[src/rtl/adc_serial_pkg.sv]
// Shared constants and state encoding for the ADC serial responder.
// Frame layout: leading zeros then conversion data, MSB first.
package adc_serial_pkg;

  localparam int FRAME_BITS      = 16;
  localparam int ADDR_FIRST_RISE = 3;
  localparam int ADDR_BITS       = 3;

  typedef enum logic [1:0] {
    IDLE,
    LOAD,
    SHIFT
  } adc_rsp_state_t;

endpackage

[src/rtl/sync_edge_detect.sv]
// Multi-flop pin synchronizer followed by a one-flop edge detector.
// Rise/fall are single-clk pulses derived from the synchronized level.
module sync_edge_detect #(
  parameter int   STAGES  = 2,
  parameter logic RST_VAL = 1'b0
) (
  input  logic clk,
  input  logic reset,
  input  logic i_d,
  output logic o_rise,
  output logic o_fall
);

  logic [STAGES-1:0] r_sync;
  logic              r_prev;
  logic              w_level;

  assign w_level = r_sync[STAGES-1];
  assign o_rise  = w_level & ~r_prev;
  assign o_fall  = ~w_level & r_prev;

  always_ff @(posedge clk or posedge reset) begin
    if (reset) begin
      r_sync <= {STAGES{RST_VAL}};
      r_prev <= RST_VAL;
    end else begin
      r_sync <= STAGES'({r_sync, i_d});
      r_prev <= w_level;
    end
  end

endmodule

[src/rtl/adc_serial_responder.sv]
// Converter end of an ADC128S022-style 4-wire link for loopback tests.
// Channel values come in parallel; frames are shifted out on SDAT.
module adc_serial_responder
  import adc_serial_pkg::*;
#(
  parameter int NUM_CH      = 8,
  parameter int DATA_W      = 12,
  parameter int SYNC_STAGES = 2
) (
  input  logic                     clk,
  input  logic                     reset,
  input  logic                     adc_cs_n,
  input  logic                     adc_sclk,
  input  logic                     adc_saddr,
  output logic                     adc_sdat,
  output logic                     adc_sdat_oe,
  input  logic [NUM_CH*DATA_W-1:0] ch_data,
  output logic [ADDR_BITS-1:0]     cur_chan,
  output logic                     frame_done,
  output logic                     frame_abort,
  output logic [15:0]              frame_count
);

  localparam logic [4:0] LAST_RISE = 5'(FRAME_BITS - 1);
  localparam logic [4:0] FULL_RISE = 5'(FRAME_BITS);
  localparam logic [4:0] ADDR_LO   = 5'(ADDR_FIRST_RISE - 1);
  localparam logic [4:0] ADDR_HI   = 5'(ADDR_FIRST_RISE - 2 + ADDR_BITS);
  localparam logic [ADDR_BITS-1:0] CH_MASK = ADDR_BITS'(NUM_CH - 1);

  adc_rsp_state_t          r_state;
  logic [FRAME_BITS-1:0]   r_shift;
  logic [4:0]              r_rise_cnt;
  logic [ADDR_BITS-1:0]    r_addr;
  logic [ADDR_BITS-1:0]    r_cur_chan;
  logic                    r_sdat;
  logic                    r_oe;
  logic                    r_done;
  logic                    r_abort;
  logic [15:0]             r_count;
  logic [SYNC_STAGES-1:0]  r_saddr_sync;

  logic                    w_cs_rise;
  logic                    w_cs_fall;
  logic                    w_sclk_rise;
  logic                    w_sclk_fall;
  logic                    w_saddr;
  logic [DATA_W-1:0]       w_ch_val;
  logic [FRAME_BITS-1:0]   w_load;
  logic                    w_addr_win;

  sync_edge_detect #(
    .STAGES  (SYNC_STAGES),
    .RST_VAL (1'b1)
  ) u_cs_sync (
    .clk    (clk),
    .reset  (reset),
    .i_d    (adc_cs_n),
    .o_rise (w_cs_rise),
    .o_fall (w_cs_fall)
  );

  sync_edge_detect #(
    .STAGES  (SYNC_STAGES),
    .RST_VAL (1'b0)
  ) u_sclk_sync (
    .clk    (clk),
    .reset  (reset),
    .i_d    (adc_sclk),
    .o_rise (w_sclk_rise),
    .o_fall (w_sclk_fall)
  );

  assign w_saddr    = r_saddr_sync[SYNC_STAGES-1];
  assign w_ch_val   = ch_data[int'(r_cur_chan)*DATA_W +: DATA_W];
  assign w_load     = FRAME_BITS'(w_ch_val);
  assign w_addr_win = (r_rise_cnt >= ADDR_LO) && (r_rise_cnt <= ADDR_HI);

  assign adc_sdat    = r_sdat;
  assign adc_sdat_oe = r_oe;
  assign cur_chan    = r_cur_chan;
  assign frame_done  = r_done;
  assign frame_abort = r_abort;
  assign frame_count = r_count;

  always_ff @(posedge clk or posedge reset) begin
    if (reset) begin
      r_saddr_sync <= '0;
    end else begin
      r_saddr_sync <= SYNC_STAGES'({r_saddr_sync, adc_saddr});
    end
  end

  always_ff @(posedge clk or posedge reset) begin
    if (reset) begin
      r_state    <= IDLE;
      r_shift    <= '0;
      r_rise_cnt <= '0;
      r_addr     <= '0;
      r_cur_chan <= '0;
      r_sdat     <= 1'b1;
      r_oe       <= 1'b0;
      r_done     <= 1'b0;
      r_abort    <= 1'b0;
      r_count    <= '0;
    end else begin
      r_done  <= 1'b0;
      r_abort <= 1'b0;
      case (r_state)
        IDLE: begin
          if (w_cs_fall) r_state <= LOAD;
        end
        LOAD: begin
          if (w_cs_rise) begin
            r_state <= IDLE;
            r_sdat  <= 1'b1;
            r_oe    <= 1'b0;
          end else begin
            r_shift    <= w_load;
            r_sdat     <= w_load[FRAME_BITS-1];
            r_oe       <= 1'b1;
            r_rise_cnt <= '0;
            r_state    <= SHIFT;
          end
        end
        SHIFT: begin
          // completion wins over a coincident CS_N rise
          if (w_sclk_rise && r_rise_cnt == LAST_RISE) begin
            r_rise_cnt <= FULL_RISE;
            r_cur_chan <= r_addr & CH_MASK;
            r_done     <= 1'b1;
            r_count    <= r_count + 16'd1;
            if (w_cs_rise) begin
              r_state <= IDLE;
              r_sdat  <= 1'b1;
              r_oe    <= 1'b0;
            end else begin
              r_state <= LOAD;
            end
          end else if (w_cs_rise) begin
            r_state <= IDLE;
            r_sdat  <= 1'b1;
            r_oe    <= 1'b0;
            r_abort <= (r_rise_cnt != 5'd0);
          end else if (w_sclk_rise) begin
            r_rise_cnt <= r_rise_cnt + 5'd1;
            if (w_addr_win) r_addr <= {r_addr[ADDR_BITS-2:0], w_saddr};
          end else if (w_sclk_fall && r_rise_cnt != 5'd0) begin
            r_shift <= r_shift << 1;
            r_sdat  <= r_shift[FRAME_BITS-2];
          end
        end
        default: r_state <= IDLE;
      endcase
    end
  end

endmodule

[config.mk]
export PLATFORM = sky130hd
export DESIGN_NAME = adc_serial_responder
export DESIGN_NICKNAME = d
export VERILOG_FILES = /design/src/rtl/adc_serial_pkg.sv /design/src/rtl/sync_edge_detect.sv /design/src/rtl/adc_serial_responder.sv
export SDC_FILE = /design/constraint.sdc
export NUM_CORES = 1
export LEC_CHECK = 0
export BUFFER_PORTS_ARGS = -buffer_cell sky130_fd_sc_hd__buf_4
export CORE_MARGIN = 3
export CORE_UTILIZATION = 54
export DETAILED_ROUTE_END_ITERATION = 16
export PLACE_DENSITY = 0.89
export SETUP_SLACK_MARGIN = 0.5
export SKIP_LAST_GASP = 1
export SLEW_MARGIN = 0
export SYNTH_ARGS = -nofsm -noshare
export SYNTH_HDL_FRONTEND = slang
export SYNTH_SLANG_ARGS = --single-unit
[constraint.sdc]
create_clock -name clk -period 3.5 [get_ports clk]
set_input_delay 0.525 -clock clk [delete_from_list [all_inputs] [get_ports clk]]
set_output_delay 0.525 -clock clk [all_outputs]
set_load 0.01 [all_outputs]
==> flow_summary.ini, run 1 <==
[synthesis]
ys_seq_area_share_pct = 41.3
synthXorXnorAreaFrac_pct = 4.12
synth.most_common_cell = sky130_fd_sc_hd__dfrtp_1
synthCells = 285
synth_edf_count = 0
avgSynthCellArea_sq_um = 11.9
synth_compound_area_share_pct = 8.53
post_synth_main_area_contributors = sky130_fd_sc_hd__dfrtp_1 38%, sky130_fd_sc_hd__mux4_1 17%, sky130_fd_sc_hd__mux2_2 5.3%, sky130_fd_sc_hd__mux2i_1 3.8%, sky130_fd_sc_hd__o21ai_0 3.5%
largest_family_of_logic_cells_by_synthesized_area = multiplexers
post_synth_instance_area_sq_mm = 0.00340
postSynthRegisterBits = 56
synth_top_area_share_pct = 38.2
synthesis.nets = 395
synth.lib_cells_used.distinct = 47
synth.largest_area_cell = sky130_fd_sc_hd__dfrtp_1
synthArstFlopShare_pct = 100
synth_adder_area_share_pct = 3.31
netlist_top_cells_count = 52 x sky130_fd_sc_hd__dfrtp_1, 24 x sky130_fd_sc_hd__o21ai_0, 23 x sky130_fd_sc_hd__nand2_1, 22 x sky130_fd_sc_hd__mux4_1, 16 x sky130_fd_sc_hd__mux2_2
yosys_most_used_dff = sky130_fd_sc_hd__dfrtp_1
yosys.area_share.simple_pct = 11.6
synthMuxAreaShare_pct = 27.4
ys_warn_count = 0

[final_layout]
fillers = 418
fin_area_sq_mm = 0.00444
area_growth_pct = 30.3
num_antenna_cells = 0
number_of_nets_in_the_finished_design = 512
finish.utilization_pct = 73.6
post_route_cells_drive_above_1_share_pct = 39.7

[clocking]
clk-insertion-delay-late_ns = 0.31
clk_transition_reported_paths_ns = 0.10
ctsRootBufferMaster = sky130_fd_sc_hd__clkbuf_8
number_of_buffers_between_clock_root_and_the_deepest_sink = 2
cts_buffers = 5
post_cts_buffers = 0
cts_resized = 0
holdBufCountCts = 0
cts-htree-levels = 2
tritoncts = done
tritoncts_num_sinks = 56

[timing]
finalSetupViolCount = 0
postLayoutSetupSlackWorst_ns = 1.04
max_clock_freq_mhz = 407
fin_skew_ns = 0.00879
rsz0062_at_grt = false
final.period_utilization_pct = 70.2
timing.final.max_slew_violations = 0
finalWorstPathRequiredPeriod_ns = 2.46
worst_slew_margin_rel_pct = 26.2
final_hold_viol_count = 0
setup_total_negative_slack_ns = 0
tightest_slew_ns = 1.11

[floorplan]
die_width_um = 85.4
die-area_sq_mm = 0.00729
die_height_um = 85.4
start_util_pct = 56.5
num_ports = 124
design.core.area_sq_mm = 0.00603
rows = 28

[min_path]
hold-path-cell-count = 1
hp-start = adc_cs_n
hold_end = u_cs_sync.r_sync[0]$_DFF_PP1_
hp-class = input port to register

[placed_design]
dpl-instance-area_sq_mm = 0.00435
post-place-ws_ns = 1.07
routabilityCongestion = 0.843
dp.final_hpwl_mm = 7.13
count_of_buffers_from_port_buffering = 123

[global_route]
antenna_violations_before_repair = 0
grt_pass1_vias = 2957
globalRoute.totalOverflow = 0
grt_usage_pct = 25.5
global_route_wire_length_before_repair_mm = 14.4
grt_start_max_net_pins = 57

[drt]
remaining_drc_errors = 0
detailedRoute.firstPassIterationCount = 5
detail_route.vias_per_cell = 5.90
vias = 2818
routed_wire_length_per_instance_um = 18.8
final_antenna_net_count = 0
initialDrtViolationCount = 197
drt-total-wl_mm = 8.98

[power_and_ir_drop]
power-per-cell-area_mw_per_mm2 = 426
cellInternalPower_mw = 1.24
power.share.clock_pct = 18.8
ir_worst_vdd_mv = 0.250
power.leakage_nw = 2.13
p_sw_mw = 0.651
pwr-share-seq_pct = 45.8
power_frac_comb_pct = 35.4
power.switching_fraction_pct = 34.4

[worst_setup_path]
worstPathArrival_ns = 2.70
worst_r2r_path_depth = 6
r2r-start = r_state[0]$_DFFE_PP0P_
worstSetupPathType = register to register
crit-reg2reg-capture = frame_count[10]$_DFFE_PP0P_
start_kind = register
flop_to_flop_setup_slack_ns = 1.04
critical_path.max_fanout = 16
critPathRequiredTime_ns = 3.74
timing.critical_path.to_type = register

[outcome]
run_status = completed

[run]
max_cap_violations = 0
metal layers:
| metal | GRT usage (%) | vias up | part of all wire [%] | routed length [um] |
|---|---|---|---|---|
| met2 | 45.3 | 131 | 52 | 4680 |
| met4 | 12.1 | 0 | 4.4 | 395 |
| met3 | 5.15 | 27 | 6.7 | 603 |
| li1 | - | 1310 | - | - |
| met5 | 0 | - | 0 | 0 |
| met1 | 29.3 | 1350 | 37 | 3310 |
flip-flops by register name (all words and copies together) (netlist names):
name                count
r_saddr_sync            2
u_cs_sync.r_prev        1
u_sclk_sync.r_sync      2
r_shift                15
cur_chan                3
adc_sdat_oe             1
u_cs_sync.r_sync        2
frame_done              1
adc_sdat                1
r_state                 2
r_addr                  3
u_sclk_sync.r_prev      1
r_rise_cnt              5
frame_count            16
frame_abort             1
stage by stage:
step / power [mW] / hold WS (ns) / cells
after floorplan: 1.33 / 0.331 / 285
after global placement: 1.50 / 0.335 / 470
after detailed placement: 1.54 / 0.342 / 470
after CTS: 1.90 / 0.306 / 478
after global routing: 2.01 / 0.294 / 478
final: 1.89 / 0.309 / 478
logic make-up after synthesis:
group / Yosys count
DFF: 56
xor gates and xnor gates: 16
and+or+nand+nor: 74
AOI/OAI and AO/OA: 52
buffers and inverters: 25
muxes: 53
adders and majority gates: 9
how the worst max path moves through the flow:
stage | from | slack [ns] | end | depth (start not counted)
2_1_floorplan | r_rise_cnt[0]$_DFFE_PP0P_ | 1.44 | r_addr[0]$_DFFE_PP0P_ | 7
3_3_place_gp | r_state[0]$_DFFE_PP0P_ | 1.19 | frame_count[15]$_DFFE_PP0P_ | 6
3_5_place_dp | r_state[0]$_DFFE_PP0P_ | 1.07 | frame_count[11]$_DFFE_PP0P_ | 6
4_1_cts | r_state[0]$_DFFE_PP0P_ | 1.05 | frame_count[11]$_DFFE_PP0P_ | 6
5_1_grt | r_state[0]$_DFFE_PP0P_ | 0.83 | frame_count[10]$_DFFE_PP0P_ | 6
6_report | r_state[0]$_DFFE_PP0P_ | 1.04 | frame_count[10]$_DFFE_PP0P_ | 6
area by class of cell:
type                            count  area [sq um]  area share, %
Timing Repair Buffer              125           938           21.2
Clock inverter                      3          21.3          0.479
Multi-Input combinational cell    204          1870           42.2
Sequential cell                    56          1410           31.7
Tap cell                           75          93.8           2.12
Clock buffer                        5          68.8           1.55
Inverter                           10          37.5          0.846
layout by cell type, fill, tap and decap left out, types with 2 or more instances in the layout:
cell                       netlist  layout
sky130_fd_sc_hd__and3_1          3       3
sky130_fd_sc_hd__xor2_1          9       9
sky130_fd_sc_hd__mux2i_1        13      13
sky130_fd_sc_hd__clkbuf_8        0       5
sky130_fd_sc_hd__dfrtp_1        52      52
sky130_fd_sc_hd__mux4_2          2       2
sky130_fd_sc_hd__nor2b_1         4       4
sky130_fd_sc_hd__mux2_2         16      16
sky130_fd_sc_hd__nand2b_1        3       3
sky130_fd_sc_hd__nand4_1         6       6
sky130_fd_sc_hd__nor3_1          4       4
sky130_fd_sc_hd__dfstp_2         4       4
sky130_fd_sc_hd__buf_4           3     125
sky130_fd_sc_hd__nand3_1         9       9
sky130_fd_sc_hd__nor2_1         11      11
sky130_fd_sc_hd__ha_1            9       9
sky130_fd_sc_hd__o21ai_0        24      24
sky130_fd_sc_hd__xnor2_1         7       7
sky130_fd_sc_hd__inv_1           8       7
sky130_fd_sc_hd__nand2_1        23      23
sky130_fd_sc_hd__o21ai_1        11      11
sky130_fd_sc_hd__a21oi_1         7       7
sky130_fd_sc_hd__mux4_1         22      22
sky130_fd_sc_hd__inv_2           1       2
power groups by stage:
stage	Sequential, mW	Clock [mW]	Combinational, mW
6_report	0.865	0.356	0.669
3_3_place_gp	0.865	0	0.636
5_1_grt	0.879	0.384	0.747
2_1_floorplan	0.852	0	0.477
4_1_cts	0.864	0.360	0.672
3_5_place_dp	0.874	0	0.668
worst max-delay path, cell delays in order, from the launching register on:
cell and delay, ns:
sky130_fd_sc_hd__dfrtp_1 0.42, sky130_fd_sc_hd__inv_1 0.10, sky130_fd_sc_hd__ha_1 0.53, sky130_fd_sc_hd__nand4b_2 0.39, sky130_fd_sc_hd__nor3_1 0.56, sky130_fd_sc_hd__and3_1 0.25
sky130_fd_sc_hd__xor2_1 0.15
Note: power is estimated with default switching activity, not from simulation.
==> run 2: changes to the inputs <==
Settings changed: CORE_UTILIZATION 54 to 50, PLACE_DENSITY 0.89 to 0.84.
Clock period 3.5 ns to 2.28 ns, I/O delays scaled along.
==> run 2 against run 1 <==
Against the previous run:
- sequential share of layout area down 3.0 points
- sequential cell count unchanged
- register-to-register slack worse by 0.78 ns
- clock power up 62%
- non-clock buffer count up 25
- final area up 11%
- power up 82%
- global-route usage down 0.67 points
- critical path depth up 2
==> flow_summary.ini, run 2 (same netlist as run 1, synthesis figures left out) <==
[final_layout]
max_reg_flops = 16
post_route_cells_drive_above_1_share_pct = 52.0
number_of_nets_in_the_finished_design = 538
area_growth_pct = 44.3
layout_common_cells = 143 x sky130_fd_sc_hd__buf_4, 49 x sky130_fd_sc_hd__dfrtp_1, 22 x sky130_fd_sc_hd__nand2_1, 22 x sky130_fd_sc_hd__mux4_1, 15 x sky130_fd_sc_hd__o21ai_1
layout.cells.most_common = sky130_fd_sc_hd__buf_4

[global_route]
antenna_violations_before_repair = 3
globalRoute.totalOverflow = 0
grt_pass1_vias = 2950
grt_start_max_net_pins = 33
global_route_wire_length_before_repair_mm = 14.5
grt_usage_pct = 24.8

[drt]
routed_wire_length_per_instance_um = 19.5
initialDrtViolationCount = 120
detailedRoute.firstPassIterationCount = 4
final_antenna_net_count = 0
drt-total-wl_mm = 9.94
remaining_drc_errors = 0
vias = 2960
detail_route.vias_per_cell = 5.82

[clocking]
holdBufCountCts = 0
cts_buffers = 5
clk-insertion-delay-late_ns = 0.32
number_of_buffers_between_clock_root_and_the_deepest_sink = 2
cts-htree-levels = 2
clk_transition_reported_paths_ns = 0.11
tritoncts_num_sinks = 56
ctsRootBufferMaster = sky130_fd_sc_hd__clkbuf_8
tritoncts = done

[placed_design]
count_of_buffers_from_port_buffering = 123
routabilityCongestion = 0.874
dp.final_hpwl_mm = 7.27
post-place-ws_ns = 0.0901

[power_and_ir_drop]
power_frac_comb_pct = 44.6
p_sw_mw = 1.25
power-per-cell-area_mw_per_mm2 = 701
ir_worst_vdd_mv = 0.350
pwr-share-seq_pct = 38.7
power.leakage_nw = 2.32
power.share.clock_pct = 16.7
power.switching_fraction_pct = 36.2
cellInternalPower_mw = 2.20

[timing]
timing.final.max_slew_violations = 0
setup_total_negative_slack_ns = 0
fin_skew_ns = 0.0141
tightest_slew_ns = 0.582
final.period_utilization_pct = 88.3
final_hold_viol_count = 0
rsz0062_at_grt = true
max_clock_freq_mhz = 497
postLayoutSetupSlackWorst_ns = 0.266
finalSetupViolCount = 0
finalWorstPathRequiredPeriod_ns = 2.01
worst_slew_margin_rel_pct = 61.2

[worst_setup_path]
flop_to_flop_setup_slack_ns = 0.27
timing.critical_path.to_type = register
timing.critical_path.from = r_rise_cnt[0]$_DFFE_PP0P_
worstPathArrival_ns = 2.22
worstSetupPathType = register to register
crit-reg2reg-capture = r_rise_cnt[3]$_DFFE_PP0P_
critPathRequiredTime_ns = 2.48
start_kind = register
r2r-start = r_rise_cnt[0]$_DFFE_PP0P_
worst_r2r_path_depth = 8
critical_path.max_fanout = 4

[outcome]
run_status = completed

[floorplan]
die_width_um = 88.5
design.core.area_sq_mm = 0.00646
die-area_sq_mm = 0.00783
num_ports = 124
rows = 29
start_util_pct = 52.7
die_height_um = 88.5

[run]
max_cap_violations = 0

[min_path]
hp-class = input port to asynchronous set/reset pin
## run 2: per-layer routing
metal	share of wire [%]	track usage, %	wire (um)
met1	37	29.2	3680
met2	54	43.4	5330
met3	5.9	4.75	587
met4	3.5	12.1	345
met5	0	0	0
## run 2: cell type report
type,count,area (sq um)
multi-input cells,205,2090
clock buffers,5,68.8
well taps,77,96.3
inverters,10,47.5
repair buffers,150,1170
diodes,3,7.51
clock inverters,3,27.5
fillers,407,1550
flip-flops and latches,56,1410
## run 2: timing repair
action                                 in CTS  in global routing
endpoints found under the hold margin       0                  0
cloned                                      2                  0
setup buffers                              11                  8
pin swaps                                   6                 26
setup endpoints to repair                  41                 37
gates resized for setup                    29                 39
## run 2: power by group through the flow
stage	Combinational, mW	Sequential, mW	Clock [mW]
after global placement	1.08	1.33	0
final	1.54	1.33	0.575
after detailed placement	1.12	1.34	0
after CTS	1.30	1.32	0.582
after global routing	1.68	1.35	0.624
after floorplan	0.789	1.31	0
## run 2: critical path, stage by stage (launching register included)
cell,delay [ns]
sky130_fd_sc_hd__dfrtp_1,0.42
sky130_fd_sc_hd__ha_4,0.15
sky130_fd_sc_hd__and3_4,0.19
sky130_fd_sc_hd__ha_4,0.16
sky130_fd_sc_hd__nand3b_1,0.17
sky130_fd_sc_hd__buf_4,0.21
sky130_fd_sc_hd__a211oi_4,0.24
sky130_fd_sc_hd__nor2b_1,0.08
sky130_fd_sc_hd__mux2_2,0.27
## run 2: worst max path at each step
| stage | to | slack [ns] |
|---|---|---|
| after CTS | frame_count[15]$_DFFE_PP0P_ | 0.32 |
| after global routing | r_rise_cnt[3]$_DFFE_PP0P_ | 0.20 |
| after global placement | frame_count[13]$_DFFE_PP0P_ | 0.21 |
| final | r_rise_cnt[3]$_DFFE_PP0P_ | 0.27 |
| after detailed placement | frame_count[11]$_DFFE_PP0P_ | 0.09 |
| after floorplan | frame_count[13]$_DFFE_PP0P_ | 0.32 |
## run 2: metrics by stage
step | util, % | hold WS (ns) | cell area (sq um) | total power, mW | instances
after floorplan | - | 0.331 | 3470 | 2.10 | 285
after global placement | 69.1 | 0.348 | 4460 | 2.41 | 477
after detailed placement | 69.1 | 0.354 | 4460 | 2.46 | 477
after CTS | 73.2 | 0.0765 | 4730 | 3.20 | 498
after global routing | 76.1 | 0.0957 | 4910 | 3.65 | 509
final | 76.1 | 0.0675 | 4910 | 3.45 | 509
==> run 3: changes to the inputs <==
Settings changed: ABC_CLOCK_PERIOD_IN_PS from default to 2280, CORE_UTILIZATION 50 to 49, PLACE_DENSITY 0.84 to 0.83, SYNTH_HIERARCHICAL from default to 1.
==> run 3 against run 2 <==
Against the previous run:
- utilization grew 1.9 points
- sequential cell count is the same
- clock power is essentially flat
- highest routed layer unchanged
==> flow_summary.ini, run 3 <==
[drt]
vias = 3006
detailedRoute.firstPassIterationCount = 5
final_antenna_net_count = 0
drt-total-wl_mm = 10.8
routed_wire_length_per_instance_um = 22.3
detail_route.vias_per_cell = 6.20
initialDrtViolationCount = 313
remaining_drc_errors = 0

[clocking]
cts-htree-levels = 2
tritoncts = done
clk_transition_reported_paths_ns = 0.11
ctsRootBufferMaster = sky130_fd_sc_hd__clkbuf_8
tritoncts_num_sinks = 56
clk-insertion-delay-late_ns = 0.32
cts_buffers = 5
number_of_buffers_between_clock_root_and_the_deepest_sink = 2

[power_and_ir_drop]
pwr-share-seq_pct = 49.0
power.share.clock_pct = 22.2
ir_worst_vdd_mv = 0.528
p_sw_mw = 0.783
power_frac_comb_pct = 28.8
cellInternalPower_mw = 1.80
power.leakage_nw = 2.17
power-per-cell-area_mw_per_mm2 = 543
post-layout-total-power_mw = 2.58
power.switching_fraction_pct = 30.3

[timing]
final.period_utilization_pct = 87.6
postLayoutSetupSlackWorst_ns = 0.283
setup_total_negative_slack_ns = 0
timing.final.max_slew_violations = 0
whs_ns = 0.123
finalWorstPathRequiredPeriod_ns = 2.00
rsz0062_at_grt = true
finalSetupViolCount = 0
worst_slew_margin_rel_pct = 49.4
final_hold_viol_count = 0
max_clock_freq_mhz = 501
tightest_slew_ns = 0.758
fin_skew_ns = 0.00834

[final_layout]
layout_common_cells = 150 x sky130_fd_sc_hd__buf_4, 49 x sky130_fd_sc_hd__dfrtp_1, 24 x sky130_fd_sc_hd__mux4_2, 21 x sky130_fd_sc_hd__nand2_1, 13 x sky130_fd_sc_hd__nand3_1
num_antenna_cells = 0
area_growth_pct = 49.1
number_of_nets_in_the_finished_design = 515
fin_cells = 485
fin_area_sq_mm = 0.00475
post_route_cells_drive_above_1_share_pct = 58.8
finish.utilization_pct = 78.0
max_reg_flops = 16
layout.cells.most_common = sky130_fd_sc_hd__buf_4

[floorplan]
rows = 28
die-area_sq_mm = 0.00751
die_width_um = 86.7
num_ports = 124
die_height_um = 86.7
start_util_pct = 52.3
design.core.area_sq_mm = 0.00610

[worst_setup_path]
critPathRequiredTime_ns = 2.48
worstSetupPathType = register to register
worst_r2r_path_depth = 6
crit-reg2reg-capture = r_shift[6]$_DFFE_PP0P_
timing.critical_path.cells = inv_2, ha_4, or4b_4, a31oi_4, nor2_4, o221a_1
timing.critical_path.from = r_rise_cnt[0]$_DFFE_PP0P_
flop_to_flop_setup_slack_ns = 0.28
r2r-start = r_rise_cnt[0]$_DFFE_PP0P_
critical_path.max_fanout = 6
crit_path_max_incr_delay_ns = 0.49
timing.critical_path.to_type = register
start_kind = register
critical-path-slowest-cell = sky130_fd_sc_hd__or4b_4
worstPathArrival_ns = 2.20

[synthesis]
ys_seq_area_share_pct = 44.1
ys_warn_count = 6
synth.largest_area_cell = sky130_fd_sc_hd__dfrtp_1
synthCells = 258
post_synth_instance_area_sq_mm = 0.00319
synth.lib_cells_used.distinct = 51
synth.most_common_cell = sky130_fd_sc_hd__dfrtp_1
postSynthRegisterBits = 56
netlist_top_cells_count = 52 x sky130_fd_sc_hd__dfrtp_1, 29 x sky130_fd_sc_hd__nand2_1, 24 x sky130_fd_sc_hd__mux4_2, 14 x sky130_fd_sc_hd__nand3_1, 11 x sky130_fd_sc_hd__xnor2_1
synth_top_area_share_pct = 40.8
synthArstFlopShare_pct = 100
synthesis.nets = 364
avgSynthCellArea_sq_um = 12.4
post_synth_main_area_contributors = sky130_fd_sc_hd__dfrtp_1 41%, sky130_fd_sc_hd__mux4_2 17%, sky130_fd_sc_hd__o221a_1 3.5%, sky130_fd_sc_hd__nand2_1 3.4%, sky130_fd_sc_hd__dfstp_2 3.3%
synth_edf_count = 0
yosys_most_used_dff = sky130_fd_sc_hd__dfrtp_1

[placed_design]
post-place-ws_ns = 0.150
post-place-cells = 452
dpl-instance-area_sq_mm = 0.00422
dp.final_hpwl_mm = 7.25
count_of_buffers_from_port_buffering = 123
routabilityCongestion = 0.846

[min_path]
hp-start = adc_saddr
hp-class = input port to register
hold-path-cell-count = 1
hold_end = r_saddr_sync[0]$_DFF_PP0_

[global_route]
global_route_wire_length_before_repair_mm = 14.7
grt_start_max_net_pins = 37
globalRoute.totalOverflow = 0
grt_usage_pct = 25.6
grt_pass1_vias = 2898
antenna_violations_before_repair = 0

[run]
max_cap_violations = 0

[outcome]
run_status = completed
==> run 3: cell count changes in the layout (fill, tap and decap cells not counted), moves of 7 or more <==
| cell | change |
|---|---|
| sky130_fd_sc_hd__o21ai_2 | -13 |
| sky130_fd_sc_hd__o21ai_1 | -14 |
| sky130_fd_sc_hd__mux4_2 | +22 |
| sky130_fd_sc_hd__mux2i_1 | -10 |
| sky130_fd_sc_hd__o22a_1 | +10 |
| sky130_fd_sc_hd__o221a_1 | +10 |
| sky130_fd_sc_hd__mux2_2 | -9 |
| sky130_fd_sc_hd__mux4_1 | -22 |
| sky130_fd_sc_hd__buf_4 | +7 |
==> run 3: area by class of cell <==
cell class	instances	area [sq um]
multi-input cells	181	1920
flip-flops and latches	56	1410
fillers	366	1340
repair buffers	155	1190
well taps	75	93.8
clock buffers	5	68.8
inverters	10	45.0
clock inverters	3	27.5
==> run 3: worst max-delay path: cells and delay by family, from the launching register on <==
family,cells,cell delay [ns]
flops,1,0.46
compound gates,2,0.56
buf+inv,1,0.11
fa+ha+maj,1,0.16
simple gates,2,0.59
==> run 3: how the worst max path moves through the flow <==
stage | depth (start not counted) | slack [ns] | to
floorplan | 8 | 0.46 | frame_count[15]$_DFFE_PP0P_
global placement | 8 | 0.26 | frame_count[7]$_DFFE_PP0P_
detailed placement | 8 | 0.15 | frame_count[7]$_DFFE_PP0P_
CTS | 8 | 0.34 | frame_count[15]$_DFFE_PP0P_
global route | 6 | 0.20 | r_shift[6]$_DFFE_PP0P_
finish | 6 | 0.28 | r_shift[6]$_DFFE_PP0P_
==> run 3: timing repair <==
action | CTS | global route
pin swaps | 13 | 19
gates cloned | 0 | 3
buffers inserted | 14 | 7
gates resized for setup | 24 | 31
hold buffers | 1 | 0
endpoints found under the setup margin | 41 | 43
endpoints found under the hold margin | 3 | 0
==> run 3: metal layers <==
metal	GRT usage (%)	routed length [um]	vias up
met1	36.9	4110	1504
met5	0	0	-
li1	-	-	1301
met2	39.5	5490	166
met3	5.80	861	35
met4	6.52	346	0
==> run 3: power by group through the flow <==
stage	Sequential (mW)	Clock, mW	Combinational [mW]
3_5_place_dp	1.26	0	0.567
3_3_place_gp	1.25	0	0.542
4_1_cts	1.25	0.571	0.626
2_1_floorplan	1.23	0	0.339
6_report	1.27	0.572	0.742
5_1_grt	1.28	0.613	0.782
==> run 3: logic make-up (layout without fill, tap and decap cells) <==
group | Yosys count | after routing | synth area share (%)
XOR/XNOR | 15 | 15 | 4.12
flip-flops | 56 | 56 | 44.1
AND/OR/NAND/NOR | 85 | 87 | 15.2
adder cells (fa/ha/maj) | 5 | 5 | 1.96
multiplexers | 31 | 31 | 19.3
buffers and inverters | 24 | 173 | 3.73
AO/OA/AOI/OAI | 42 | 43 | 11.6
